[config.mk]
export PLATFORM = sky130hd
export DESIGN_NAME = pong_game_ctrl
export DESIGN_NICKNAME = d
export VERILOG_FILES = /design/src/rtl/pong_game_ctrl.sv
export SDC_FILE = /design/constraint.sdc
export NUM_CORES = 1
export LEC_CHECK = 0
export CAP_MARGIN = 10
export CORE_ASPECT_RATIO = 2
export CORE_MARGIN = 2
export CORE_UTILIZATION = 51
export CTS_BUF_LIST = sky130_fd_sc_hd__clkbuf_16
export DETAILED_ROUTE_END_ITERATION = 10
export PLACE_DENSITY_LB_ADDON = 0.05
export SYNTH_ARGS = -nofsm -noshare
export SYNTH_HDL_FRONTEND = slang
export SYNTH_SLANG_ARGS = --single-unit
[constraint.sdc]
create_clock -name clk -period 2.2 [get_ports clk]
set_input_delay 0.33 -clock clk [delete_from_list [all_inputs] [get_ports clk]]
set_output_delay 0.33 -clock clk [all_outputs]
set_load 0.02 [all_outputs]
[src/rtl/pong_game_ctrl.sv]
// pong_game_ctrl: game sequencer for the pong datapath.
// It gates ball motion, schedules serves, keeps both scores and detects
// game over. All timing is in frames, counted from vblank rising edges.
// The optional rally speed-up is enabled by defining PONG_SPEEDUP_EN.
module pong_game_ctrl #(
  parameter int WIN_SCORE    = 7,
  parameter int SERVE_FRAMES = 60,
  parameter int POINT_FRAMES = 90,
  parameter int RALLY_STEP   = 4
) (
  input  logic       clk,
  input  logic       rst_n,
  input  logic       vblank,
  input  logic       start,
  input  logic       coll_paddle,
  input  logic       coll_wall,
  input  logic       wall_side,
  input  logic [3:0] speed_in,
  output logic       ball_run,
  output logic       ball_serve,
  output logic       serve_dir,
  output logic [3:0] speed,
  output logic [3:0] score_left,
  output logic [3:0] score_right,
  output logic       game_over,
  output logic       winner,
  output logic [2:0] state
);

  localparam logic [2:0] ST_IDLE  = 3'd0;
  localparam logic [2:0] ST_SERVE = 3'd1;
  localparam logic [2:0] ST_PLAY  = 3'd2;
  localparam logic [2:0] ST_POINT = 3'd3;
  localparam logic [2:0] ST_OVER  = 3'd4;

  // The frame counter only has to hold the larger of the two delays.
  localparam int CntMax = (SERVE_FRAMES > POINT_FRAMES) ? SERVE_FRAMES : POINT_FRAMES;
  localparam int CntW   = (CntMax < 2) ? 1 : $clog2(CntMax + 1);

  localparam logic [CntW-1:0] ServeLoad = CntW'(SERVE_FRAMES);
  localparam logic [CntW-1:0] PointLoad = CntW'(POINT_FRAMES);
  localparam logic [3:0]      WinScore  = 4'(WIN_SCORE);

  logic            startMeta_q;
  logic            startSync_q;
  logic            startPrev_q;
  logic            startRise;
  logic            vblank_q;
  logic            tick;

  logic [2:0]      state_q, state_d;
  logic [CntW-1:0] cnt_q, cnt_d;
  logic [3:0]      scoreLeft_q, scoreLeft_d;
  logic [3:0]      scoreRight_q, scoreRight_d;
  logic            serveDir_q, serveDir_d;
  logic            winner_q, winner_d;
  logic            ballServe_q, ballServe_d;

  logic            wallHit;
  logic            paddleHit;
  logic [3:0]      scoreLeftInc;
  logic [3:0]      scoreRightInc;

  // Bring the asynchronous start button into the clock domain and find its rising edge.
  always_ff @(posedge clk or negedge rst_n) begin
    if (!rst_n) begin
      startMeta_q <= 1'b0;
      startSync_q <= 1'b0;
      startPrev_q <= 1'b0;
    end else begin
      startMeta_q <= start;
      startSync_q <= startMeta_q;
      startPrev_q <= startSync_q;
    end
  end

  assign startRise = startSync_q & ~startPrev_q;

  // Delay vblank by one cycle so that its rising edge becomes a one-cycle frame tick.
  always_ff @(posedge clk or negedge rst_n) begin
    if (!rst_n) begin
      vblank_q <= 1'b0;
    end else begin
      vblank_q <= vblank;
    end
  end

  assign tick = vblank & ~vblank_q;

  // Collisions only count while the ball is live; a wall hit masks a simultaneous paddle hit.
  assign wallHit       = (state_q == ST_PLAY) & coll_wall;
  assign paddleHit     = (state_q == ST_PLAY) & coll_paddle & ~coll_wall;
  assign scoreLeftInc  = scoreLeft_q + 4'd1;
  assign scoreRightInc = scoreRight_q + 4'd1;

  // Next-state logic: game flow, frame countdowns, scoring and serve direction.
  always_comb begin
    state_d      = state_q;
    cnt_d        = cnt_q;
    scoreLeft_d  = scoreLeft_q;
    scoreRight_d = scoreRight_q;
    serveDir_d   = serveDir_q;
    winner_d     = winner_q;
    ballServe_d  = 1'b0;

    case (state_q)
      ST_IDLE, ST_OVER: begin
        if (startRise) begin
          scoreLeft_d  = 4'd0;
          scoreRight_d = 4'd0;
          serveDir_d   = 1'b1;
          winner_d     = 1'b0;
          cnt_d        = ServeLoad;
          state_d      = ST_SERVE;
        end
      end

      ST_SERVE: begin
        if (tick) begin
          if (cnt_q == '0) begin
            state_d     = ST_PLAY;
            ballServe_d = 1'b1;
          end else begin
            cnt_d = cnt_q - CntW'(1);
          end
        end
      end

      ST_PLAY: begin
        if (wallHit) begin
          serveDir_d = wall_side;
          if (!wall_side) begin
            scoreRight_d = scoreRightInc;
            if (scoreRightInc == WinScore) begin
              winner_d = 1'b1;
              state_d  = ST_OVER;
            end else begin
              cnt_d   = PointLoad;
              state_d = ST_POINT;
            end
          end else begin
            scoreLeft_d = scoreLeftInc;
            if (scoreLeftInc == WinScore) begin
              winner_d = 1'b0;
              state_d  = ST_OVER;
            end else begin
              cnt_d   = PointLoad;
              state_d = ST_POINT;
            end
          end
        end
      end

      ST_POINT: begin
        if (tick) begin
          if (cnt_q == '0) begin
            cnt_d   = ServeLoad;
            state_d = ST_SERVE;
          end else begin
            cnt_d = cnt_q - CntW'(1);
          end
        end
      end

      default: begin
        state_d = ST_IDLE;
      end
    endcase
  end

  // Game state registers; reset returns to IDLE with a rightward serve pending.
  always_ff @(posedge clk or negedge rst_n) begin
    if (!rst_n) begin
      state_q      <= ST_IDLE;
      cnt_q        <= '0;
      scoreLeft_q  <= 4'd0;
      scoreRight_q <= 4'd0;
      serveDir_q   <= 1'b1;
      winner_q     <= 1'b0;
      ballServe_q  <= 1'b0;
    end else begin
      state_q      <= state_d;
      cnt_q        <= cnt_d;
      scoreLeft_q  <= scoreLeft_d;
      scoreRight_q <= scoreRight_d;
      serveDir_q   <= serveDir_d;
      winner_q     <= winner_d;
      ballServe_q  <= ballServe_d;
    end
  end

`ifdef PONG_SPEEDUP_EN
  localparam int RallyW = (RALLY_STEP < 2) ? 1 : $clog2(RALLY_STEP);
  localparam logic [RallyW-1:0] RallyLast = RallyW'(RALLY_STEP - 1);

  logic [RallyW-1:0] rally_q;
  logic [3:0]        boost_q;
  logic [4:0]        speedSum;
  logic              enterServe;

  assign enterServe = (state_d == ST_SERVE) && (state_q != ST_SERVE);
  assign speedSum   = {1'b0, speed_in} + {1'b0, boost_q};

  // Count accepted paddle hits and raise the boost every RALLY_STEP hits until speed tops out.
  always_ff @(posedge clk or negedge rst_n) begin
    if (!rst_n) begin
      rally_q <= '0;
      boost_q <= 4'd0;
    end else if (enterServe) begin
      rally_q <= '0;
      boost_q <= 4'd0;
    end else if (paddleHit) begin
      if (rally_q == RallyLast) begin
        rally_q <= '0;
        if (speedSum < 5'd15) begin
          boost_q <= boost_q + 4'd1;
        end
      end else begin
        rally_q <= rally_q + RallyW'(1);
      end
    end
  end

  assign speed = (speedSum > 5'd15) ? 4'd15 : speedSum[3:0];
`else
  // Without the speed-up, paddle hits and the rally step have no consumer.
  localparam int unusedRallyStep = RALLY_STEP;
  logic unusedPaddleHit;
  assign unusedPaddleHit = paddleHit;
  assign speed           = speed_in;
`endif

  assign ball_run    = (state_q == ST_PLAY);
  assign ball_serve  = ballServe_q;
  assign serve_dir   = serveDir_q;
  assign score_left  = scoreLeft_q;
  assign score_right = scoreRight_q;
  assign game_over   = (state_q == ST_OVER);
  assign winner      = winner_q;
  assign state       = state_q;

endmodule

# [Yosys cells after proc, flatten, opt, wreduce, memory -nomap -nowiden]
# Index checks and enable logic that the tools add are counted.
[word_totals] inputBits=11 elab_cells=88 regBits=25
[op_classes] bitwise_logic=5 n_eq_ne=19 mux=39 reduce_logical=11 addsub=3
[ops] operator="two-way mux 7 bit" count=9
[ops] operator="one-hot mux 7 bit (4 select lines)" count=1
[ops] operator="two-way mux 3 bit" count=9
[ops] operator="two-way mux 4 bit" count=5
[ops] operator="inequality test 2 bit, second input constant" count=8
[ops] operator="one-hot mux 4 bit (2 select lines)" count=2
[ops] operator="one-hot mux 3 bit (4 select lines)" count=1
[ops] operator="two-way mux 1 bit" count=10
[ops] operator="adder 4 x 1 -> 4 bit, second input constant" count=2
[ops] operator="equality test 4 x 3 -> 1 bit, second input constant" count=2
[ops] operator="AND reduction 4 bit" count=2
[ops] operator="AND reduction 8 bit" count=1
[ops] operator="logical NOT 7 bit" count=1
[ops] operator="subtractor 7 x 1 -> 7 bit, second input constant" count=1
[ops] operator="equality test 3 x 2 -> 1 bit, second input constant" count=2
[ops] operator="inequality test 3 x 2 -> 1 bit, second input constant" count=2
[ops] operator="inequality test 3 bit, second input constant" count=2
[ops] operator="AND reduction 6 bit" count=1
[ops] operator="AND reduction 5 bit" count=1
[ops] operator="one-hot mux 1 bit (2 select lines)" count=2
[ops] operator="nonzero test 4 bit" count=1
[ops] operator="bitwise AND 1 bit" count=3
[ops] operator="equality test 3 x 1 -> 1 bit, second input constant" count=1
[ops] operator="equality test 3 bit, second input constant" count=1
[ops] operator="6 further kinds" count=7

# [Longest topological paths before layout]
# Gate-level depths: netlist of run 1.
[depth] depth_word=6 depth_mapped=7

# [Least setup slack after synthesis of run 1]
# Ideal clock, no wire load.
[synth_timing] path_kind="register to register" from="register scoreLeft_q[0] (netlist: score_left[0])" to="register cnt_q[2]" setup_ns=0.125 stages_incl_launch_ff=7 arrival_ns=1.820 path_buffers=0 t_required_ns=2.075 period_less_slack_ns=1.945 setup_slack_ns=0.255 cell_sequence="dfrtp_1 ha_1 nand2b_1 o32ai_1 a32o_2 a21oi_4 mux2_4"
[synth_via] elab_chain_cells=4
[synth_rtl] element="start: declaration" line="53" rtl="logic [3:0] scoreLeft_q, scoreLeft_d;"
[synth_rtl] element="start signal: assignment" line="184" rtl="scoreLeft_q <= scoreLeft_d;"
[synth_rtl] element="adder 4 x 1 -> 4 bit" line="93" rtl="assign scoreLeftInc = scoreLeft_q + 4'd1;"
[synth_rtl] element="equality test 4 x 3 -> 1 bit" line="143" rtl="if (scoreLeftInc == WinScore) begin"
[synth_rtl] element="inequality test 3 bit (no line)"
[synth_rtl] element="AND reduction 8 bit (no line)"
[synth_rtl] element="end signal: assignment" line="183" rtl="cnt_q <= cnt_d;"
[synth_rtl] element="end: declaration" line="52" rtl="logic [CntW-1:0] cnt_q, cnt_d;"
# Every way passes these cells.
# A chain may end at the register's enable or synchronous reset.

# [Final worst setup path of run 1]
# Ends and elaborated chain as after synthesis.

==> out/results.md, run 1 <==
• result of the run: finished clean
• crit path max fanout: 8
• count of vias placed by the detailed router: 1276
• number of max-capacitance violations reported: 0
• area share of the largest cell type after synthesis: 39.67%
• overall power consumption: 1.672 mW
• library cell with the largest summed area after synthesis: sky130_fd_sc_hd__dfrtp_1
• count of buffering cells on the critical path with inverters included: 0
• Top delay family on crit path: compound AO/OA/AOI/OAI gates
• critical path data required time: 2350 ps
• most common library cell in the layout ignoring fill and taps: sky130_fd_sc_hd__dfrtp_1
• number of synthesized flops with an enable pin: 0
• die outline area: 3447 um2
• vias in the first global route: 1272
• clock-pin slew on the worst setup and hold paths: 60 ps
• synth-to-layout area growth: 22.15%
• Leak: 0.8066 nW
• Mean Syn Cell Area: 9.767 um2
• post-synthesis instance area: 1514 um2
• antenna violations before repair: 0
• post-synthesis share of cell area spent on full adders, half adders and majority gates: 4.959%
• global-route wire length before repair: 5616 um
• time the final worst path needs with I/O delays and setup: 2066 ps
• DRC violation count after routing: 0
• number of detailed-routing iterations run before antenna repair: 4
• total gr overflow: 0
• final net count: 198
• top-level port count: 31
• post-detail-place hpwl: 2588 um
• fraction of the mapped netlist area in simple logic gates: 24.38%
• flop and latch count out of synthesis: 25
• standard-cell row count: 28
• DR iter-0 viols: 30
• largest net degree at the start of global routing: 26
• period utilization: 93.90%
• XOR/XNOR share of the synthesized area: 1.157%
• multiplexer fraction of the synthesized cell area: 3.967%
• element type at the critical path end: register
• port buffer count: 21
• starting utilization of the core area: 52.07%
• Crit path arrival time: 2220 ps
• setup violators final: 0
• clock buffer depth: 2
• number of vias per cell: 6.076
• setup fix buffers added after clock tree synthesis: 0
• Total Routing Usage GR: 21.85%
• synthesized net count: 172
• number of H-tree levels: 1
• type of origin of the critical path: register
• delay of the slowest cell on the worst path: 450 ps
• Worst Tran Pin Value: 422.8 ps
• kind of path behind the tightest hold check: register to register
• portion of the post-synthesis area used by sequential elements: 41.40%
• Total Routed Length: 3430 um
• number of clock sinks: 25
• power density relative to cell area: 904.0 nW/um2
• top library cells by usage in the layout, fill and taps aside: sky130_fd_sc_hd__dfrtp_1, sky130_fd_sc_hd__clkdlybuf4s50_1, sky130_fd_sc_hd__nand2_1
• cells traversed along the worst timing path: ha_1 -> nand2b_1 -> o32ai_1 -> a32o_2 -> a21oi_4 -> mux2_4
• Finished Layout Cells: 210
• unrepaired setup endpoints after global routing: false
• Worst IR Drop VDD: 0.0005944 V
• share of synthesized registers carrying an async set or reset: 100.0%
• buffer type at the clock tree root: sky130_fd_sc_hd__clkbuf_16
• largest cells by area after synthesis: sky130_fd_sc_hd__dfrtp_1, sky130_fd_sc_hd__ha_1, sky130_fd_sc_hd__nand2_1
• clock skew after layout: 2.497 ps
• cell with the largest stage delay on the worst path: sky130_fd_sc_hd__dfrtp_1
• number of antenna repair diodes: 0
• hold-fix buffer count after cts: 0
• worst hold-check slack: 348.5 ps
• Die H: 81.05 um
• Setup Total Neg Slack: 0 ps
• classification of the worst setup path: register to register
• Core Box Area: 2908 um2
• final number of hold-violating endpoints: 0
• Routed WL per cell: 16.33 um
• number of antenna-violating nets in the routed design: 0
• worst skew pair latency: 260 ps
• number of distinct library cell variants in the gate-level netlist after synthesis: 49
• commonest register cell after synthesis: sky130_fd_sc_hd__dfrtp_1
• number of cells produced by synthesis: 155
• Max transition margin: 71.74%
• gp weighted congestion: 0.7876
• Yosys Warn Count: 0
• area fraction in compound gates after synthesis: 18.76%
• combinational family with the most area after synthesis: simple AND/OR/NAND/NOR gates
• max-slew violation count: 0
• Die X-Extent: 42.53 um
• timing-limited maximum frequency: 0.4841 GHz
• ratio of cells with drive above 1 in the final layout: 13.89%
• cell count after placement: 206
• clock tree from TritonCTS: built
• number of buffers created by CTS: 3
[worst paths after layout]
check,depth (start not counted),start,slack (ps),to
max,6,score_left[0],130,cnt_q[2]
min,0,startMeta_q,350,startSync_q
max reg2reg,6,score_left[0],130,cnt_q[2]
min reg2reg,0,startMeta_q,350,startSync_q
max in group asynchronous,2,rst_n,1470,serve_dir
min in group asynchronous,2,rst_n,440,ball_serve
[cell families after synthesis]
group	after synthesis
xor gates and xnor gates	2
adders and majority gates	6
AOI/OAI and AO/OA	39
buffers and inverters	16
DFF	25
muxes	5
and+or+nand+nor	62
[sequential cells by signal (all words and copies together), names as in the netlist, 3 cells and up]
signal / flops
score_left: 4
score_right: 4
cnt_q: 7
state: 3
[synth_stat cells (3+ instances only)]
| cell type | instances |
|---|---|
| sky130_fd_sc_hd__dfrtp_1 | 24 |
| sky130_fd_sc_hd__and3b_1 | 4 |
| sky130_fd_sc_hd__buf_4 | 5 |
| sky130_fd_sc_hd__nand3_1 | 6 |
| sky130_fd_sc_hd__or3_1 | 3 |
| sky130_fd_sc_hd__nand2_1 | 12 |
| sky130_fd_sc_hd__mux2i_1 | 3 |
| sky130_fd_sc_hd__o21ai_0 | 7 |
| sky130_fd_sc_hd__inv_1 | 8 |
| sky130_fd_sc_hd__nor2b_1 | 4 |
| sky130_fd_sc_hd__a21oi_1 | 3 |
| sky130_fd_sc_hd__o22ai_1 | 5 |
| sky130_fd_sc_hd__nand4_1 | 3 |
| sky130_fd_sc_hd__ha_1 | 6 |
| sky130_fd_sc_hd__nor3_1 | 5 |
| sky130_fd_sc_hd__nor2_1 | 9 |
| sky130_fd_sc_hd__nand2b_1 | 6 |
[metrics by stage]
stage               util [%]  worst slack (ps)  instance area (um2)
floorplan                  -             254.6                 1514
global placement       60.89             108.5                 1770
detailed placement     60.89             92.75                 1770
CTS                    63.60             131.8                 1849
global route           63.60             20.83                 1849
finish                 63.60             134.2                 1849
[worst reg2reg max path, cell delays in order (launching register included)]
cell and delay, ps:
sky130_fd_sc_hd__dfrtp_1 450, sky130_fd_sc_hd__ha_1 250, sky130_fd_sc_hd__nand2b_1 140, sky130_fd_sc_hd__o32ai_1 360, sky130_fd_sc_hd__a32o_2 320, sky130_fd_sc_hd__a21oi_4 120, sky130_fd_sc_hd__mux2_4 310
[power breakdown]
part | switching, mW | leakage, nW | internal [mW]
Clock | 0.165 | 0.0409 | 0.245
Combinational | 0.296 | 0.459 | 0.309
Sequential | 0.112 | 0.307 | 0.544
[timing repair]
action	4_1_cts	5_1_grt
gates resized for setup	1	0
hold endpoints to repair	0	0
endpoints found under the setup margin	1	0
[metal layers]
| metal | share of wire (%) | global-route usage [%] | vias to the layer above |
|---|---|---|---|
| met1 | 37 | 21.61 | 627 |
| li1 | - | - | 611 |
| met3 | 2.7 | 2.222 | 7 |
| met5 | 0 | 0 | - |
| met2 | 58 | 43.08 | 31 |
| met4 | 2.3 | 10.94 | 0 |
[area by class of cell]
| class | instances | area [um2] |
|---|---|---|
| inverters | 8 | 30.03 |
| clock inverters | 1 | 5.005 |
| multi-input cells | 114 | 805.8 |
| flip-flops and latches | 25 | 626.9 |
| repair buffers | 29 | 269.0 |
| well taps | 30 | 37.54 |
| fillers | 257 | 1059 |
| clock buffers | 3 | 75.07 |
Power figures use the tool's default switching activity.
==> inputs of run 2 (changes only) <==
Settings changed: CELL_PAD_IN_SITES_DETAIL_PLACEMENT set to 0, CELL_PAD_IN_SITES_GLOBAL_PLACEMENT set to 1, CORE_UTILIZATION 51 to 42, RECOVER_POWER set to 100.
Clock period 2.2 ns to 2.4 ns, I/O delays scaled along.
==> out/results.md, run 2 (synthesis gave the netlist of run 1 again) <==
• result of the run: finished clean
• most common library cell in the layout ignoring fill and taps: sky130_fd_sc_hd__dfrtp_1
• source of the worst register-to-register timing path: score_left[0]
• Crit path arrival time: 1880 ps, -340 ps
• DRC violation count after routing: 0, unchanged
• clock buffer depth: 2, unchanged
• max-slew violation count: 0, unchanged
• top-level port count: 31, unchanged
• standard-cell row count: 30, +7.1%
• number of antenna repair diodes: 0, unchanged
• post-detail-place hpwl: 2761 um, +6.7%
• number of clock sinks: 25, unchanged
• setup slack, reg-to-reg: 190 ps, +60 ps
• Util after Layout: 53.92%, -9.7 points
• unrepaired setup endpoints after global routing: false
• classification of the worst setup path: register to output port
• timing-limited maximum frequency: 0.4458 GHz
• R2R Path End: cnt_q[2]
• buffer type at the clock tree root: sky130_fd_sc_hd__clkbuf_16
• number of buffers created by CTS: 3, unchanged
• worst skew pair latency: 260 ps, about the same
• antenna violations before repair: 0, unchanged
• count of vias placed by the detailed router: 1243, -2.6%
• ratio of cells with drive above 1 in the final layout: 10.06%, -3.8 points
• kind of path behind the tightest hold check: register to register
• Total Routed Length: 3515 um, +2.5%
• clock skew after layout: 1.709 ps, -0.7885 ps
• Total Routing Usage GR: 19.92%, -1.9 points
• number of detailed-routing iterations run before antenna repair: 4, unchanged
• starting utilization of the core area: 44.32%, -7.7 points
• Die H: 88.91 um, +9.7%
• Max transition margin: 5.052%, -67 points
• period utilization: 93.46%
• final number of hold-violating endpoints: 0, unchanged
• clock tree from TritonCTS: built
• power density relative to cell area: 811.7 nW/um2, -10%
• number of vias per cell: 5.476, -9.9%
• Worst IR Drop VDD: 0.0005915 V, -0.50%
• max reg flops: 7, unchanged
• Reg with most FFs: cnt_q
• number of max-capacitance violations reported: 0, unchanged
• largest net degree at the start of global routing: 26, unchanged
• Worst Tran Pin Value: 1424 ps, +1001 ps
• port buffer count: 21, unchanged
• FF-to-FF path depth: 6, unchanged
• top library cells by usage in the layout, fill and taps aside: sky130_fd_sc_hd__dfrtp_1, sky130_fd_sc_hd__dlygate4sd3_1, sky130_fd_sc_hd__nand2_1
• type of origin of the critical path: register
• synth-to-layout area growth: 21.65%
• total gr overflow: 0, unchanged
• setup violators final: 0, unchanged
• crit path max fanout: 8, unchanged
• critical path data required time: 2040 ps, -310 ps
• setup fix buffers added after clock tree synthesis: 0, unchanged
• number of antenna-violating nets in the routed design: 0, unchanged
• Setup Total Neg Slack: 0 ps, unchanged
• gp weighted congestion: 0.8170, +3.7%
• global-route wire length before repair: 5975 um, +6.4%
• endpoint of the worst setup timing path: ball_run
• Resized cells post-CTS: 0, -1
• hold-fix buffer count after cts: 0, unchanged
• vias in the first global route: 1278, +0.47%
• Leak: 0.8098 nW, +0.39%
• die outline area: 4130 um2, +20%
• crit path launch: state[2]
• clock-pin slew on the worst setup and hold paths: 60 ps, about the same
• Die X-Extent: 46.46 um, +9.2%
• DR iter-0 viols: 30, unchanged
• Core Box Area: 3416 um2, +17%
• time the final worst path needs with I/O delays and setup: 2243 ps
• Routed WL per cell: 15.48 um, -5.2%
• number of H-tree levels: 1, unchanged
• element type at the critical path end: output port
• final net count: 197, -0.51%
## run 2: power by group
group / leakage (nW) / switching (mW) / internal [mW]
clock: 0.0409 / 0.147 / 0.225
sequential: 0.307 / 0.106 / 0.499
combinational: 0.462 / 0.264 / 0.255
total: 0.810 / 0.516 / 0.979
## run 2: critical path: stages, from the launching register on
cell	delay [ps]
sky130_fd_sc_hd__dfrtp_1	460
sky130_fd_sc_hd__or3b_1	470
sky130_fd_sc_hd__inv_1	100
sky130_fd_sc_hd__clkdlybuf4s50_1	600
## run 2: layer usage
metal / GRT usage, % / part of all wire [%] / vias up
li1: - / - / 605
met1: 20.82 / 37 / 613
met2: 37.50 / 59 / 20
met3: 2.222 / 2.0 / 5
met4: 8.312 / 1.8 / 0
met5: 0 / 0 / -
## run 2: worst min-delay path by stage
stage	endpoint	slack [ps]	start	cells past startpoint
CTS	startSync_q	370	startMeta_q	0
floorplan	ball_serve	60	rst_n	0
finish	startSync_q	360	startMeta_q	0
global placement	startSync_q	340	startMeta_q	0
global route	startSync_q	370	startMeta_q	0
detailed placement	startSync_q	350	startMeta_q	0
## run 2: stage by stage
stage               worst slack, ps  power (mW)  std cells  cell area, um2  hold slack (ps)
floorplan                     454.6      0.9922        155            1514            64.41
global placement              279.7       1.151        223            1785            335.6
detailed placement            274.5       1.169        223            1785            346.3
CTS                           143.3       1.550        227            1866            367.2
global route                  85.45       1.598        227            1842            371.8
finish                        156.9       1.495        227            1842            361.5
## run 2: cell type report
| class | instances | area (um2) |
|---|---|---|
| Multi-Input combinational cell | 114 | 789.5 |
| Sequential cell | 25 | 626.9 |
| Clock inverter | 1 | 5.005 |
| Fill cell | 312 | 1574 |
| Tap cell | 48 | 60.06 |
| Timing Repair Buffer | 28 | 255.2 |
| Inverter | 8 | 30.03 |
| Clock buffer | 3 | 75.07 |
==> inputs of run 3 (changes only) <==
Settings changed: CORE_UTILIZATION 42 to 35.
Clock period 2.4 ns to 1.9 ns, I/O delays scaled along.
==> out/results.md, run 3 (synthesis gave the netlist of run 1 again) <==
• number of detailed-routing iterations run before antenna repair: 4, unchanged
• total gr overflow: 0, unchanged
• count of vias placed by the detailed router: 1396, +12%
• max-slew violation count: 0, unchanged
• gp weighted congestion: 0.8302, +1.6%
• number of max-capacitance violations reported: 0, unchanged
• element type at the critical path end: register
• largest net degree at the start of global routing: 26, unchanged
• Die X-Extent: 50.51 um, +8.7%
• most common library cell in the layout ignoring fill and taps: sky130_fd_sc_hd__buf_4
• port buffer count: 21, unchanged
• setup violators final: 0, unchanged
• least setup slack across all paths after layout: 69.00 ps, -87.95 ps
• hold-fix buffer count after cts: 0, unchanged
• Setup Total Neg Slack: 0 ps, unchanged
• timing-limited maximum frequency: 0.5461 GHz
• clock tree from TritonCTS: built
• vias in the first global route: 1536, +20%
• Routed WL per cell: 15.91 um, +2.7%
• global-route wire length before repair: 7389 um, +24%
• number of vias per cell: 5.190, -5.2%
• antenna violations before repair: 0, unchanged
• Leak: 1.011 nW, +25%
• Total Routing Usage GR: 19.83%, -0.095 points
• clock-pin slew on the worst setup and hold paths: 70 ps, about the same
• number of H-tree levels: 1, unchanged
• number of antenna-violating nets in the routed design: 0, unchanged
• result of the run: finished clean
• type of origin of the critical path: register
• number of filler cells placed in the layout: 396, +27%
• worst hold-check slack: 349.4 ps, -12.13 ps
• Core Box Area: 4129 um2, +21%
• buffer type at the clock tree root: sky130_fd_sc_hd__clkbuf_16
• unrepaired setup endpoints after global routing: false
• top-level port count: 31, unchanged
• time the final worst path needs with I/O delays and setup: 1831 ps
• Util after Layout: 55.09%, +1.2 points
• number of buffers created by CTS: 3, unchanged
• cell area after placement: 2078 um2, +16%
• period utilization: 96.37%
• die outline area: 4899 um2, +19%
• Max transition margin: 55.55%, +50 points
• clock buffer depth: 2, unchanged
• Crit path arrival time: 1980 ps, +100 ps
• worst skew pair latency: 260 ps, about the same
• Reg with most FFs: cnt_q
• standard-cell row count: 33, +10%
• top library cells by usage in the layout, fill and taps aside: sky130_fd_sc_hd__buf_4, sky130_fd_sc_hd__dfrtp_1, sky130_fd_sc_hd__dlygate4sd3_1
• post-detail-place hpwl: 3294 um, +19%
• final standard cell area without fillers: 2275 um2, +24%
• final net count: 235, +19%
• max reg flops: 7, unchanged
• power density relative to cell area: 971.8 nW/um2, +20%
• clock skew after layout: 5.301 ps, +3.592 ps
• classification of the worst setup path: register to register
• DR iter-0 viols: 30, unchanged
• kind of path behind the tightest hold check: register to register
• synth-to-layout area growth: 50.25%
• ratio of cells with drive above 1 in the final layout: 35.02%, +25 points
• critical path data required time: 2050 ps, about the same
• DRC violation count after routing: 0, unchanged
• worst setup slack after placement: -118.0 ps, -392.5 ps
• final number of hold-violating endpoints: 0, unchanged
• starting utilization of the core area: 36.67%, -7.7 points
• Worst Tran Pin Value: 666.7 ps, -757.5 ps
• crit path max fanout: 5, -3
• number of clock sinks: 25, unchanged
• Total Routed Length: 4279 um, +22%
• Die H: 97.01 um, +9.1%
• Worst IR Drop VDD: 0.0007584 V, +28%
• number of antenna repair diodes: 0, unchanged
-- run 3: final cells by class --
| class | instances | area, um2 | share of cell area [%] |
|---|---|---|---|
| clock buffers | 3 | 75.07 | 3.300 |
| clock inverters | 1 | 3.754 | 0.1650 |
| repair buffers | 66 | 543.0 | 23.87 |
| inverters | 8 | 30.03 | 1.320 |
| multi-input cells | 114 | 925.9 | 40.70 |
| flip-flops and latches | 25 | 631.9 | 27.78 |
| well taps | 52 | 65.06 | 2.860 |
-- run 3: timing repair --
item / in CTS / in global routing
setup endpoints to repair: 8 / 7
pin swaps: 7 / 7
resized for setup: 16 / 12
setup buffers: 3 / 0
-- run 3: worst max-delay path: stages, from the launching register on --
cell	delay, ps
sky130_fd_sc_hd__dfrtp_2	450
sky130_fd_sc_hd__ha_4	180
sky130_fd_sc_hd__nand2b_1	120
sky130_fd_sc_hd__o32ai_4	120
sky130_fd_sc_hd__a32o_2	270
sky130_fd_sc_hd__a21oi_4	250
sky130_fd_sc_hd__mux2_4	320
-- run 3: worst paths after layout --
kind	from	endpoint	cells past startpoint	slack, ps
max reg2reg	score_right[1]	cnt_q[5]	6	70
max in group asynchronous	rst_n	score_left[1]	2	840
min	startMeta_q	startSync_q	0	350
min reg2reg	startMeta_q	startSync_q	0	350
max	score_right[1]	cnt_q[5]	6	70
min in group asynchronous	rst_n	score_right[3]	2	580
-- run 3: where the power goes --
group,switching (mW),internal [mW],leakage (nW)
sequential,0.106,0.632,0.302
clock,0.192,0.282,0.0423
combinational,0.453,0.545,0.666
total,0.752,1.46,1.01
-- run 3: stage by stage --
step / total power [mW] / cells
floorplan: 1.256 / 155
global placement: 1.683 / 265
detailed placement: 1.713 / 265
CTS: 2.208 / 271
global route: 2.371 / 269
finish: 2.211 / 269
-- run 3: layer usage --
| metal | GRT usage [%] | routed length (um) | up-vias |
|---|---|---|---|
| li1 | - | - | 681 |
| met1 | 19.66 | 1512 | 684 |
| met2 | 39.37 | 2608 | 25 |
| met3 | 1.543 | 71 | 6 |
| met4 | 8.108 | 87 | 0 |
| met5 | 0 | 0 | - |
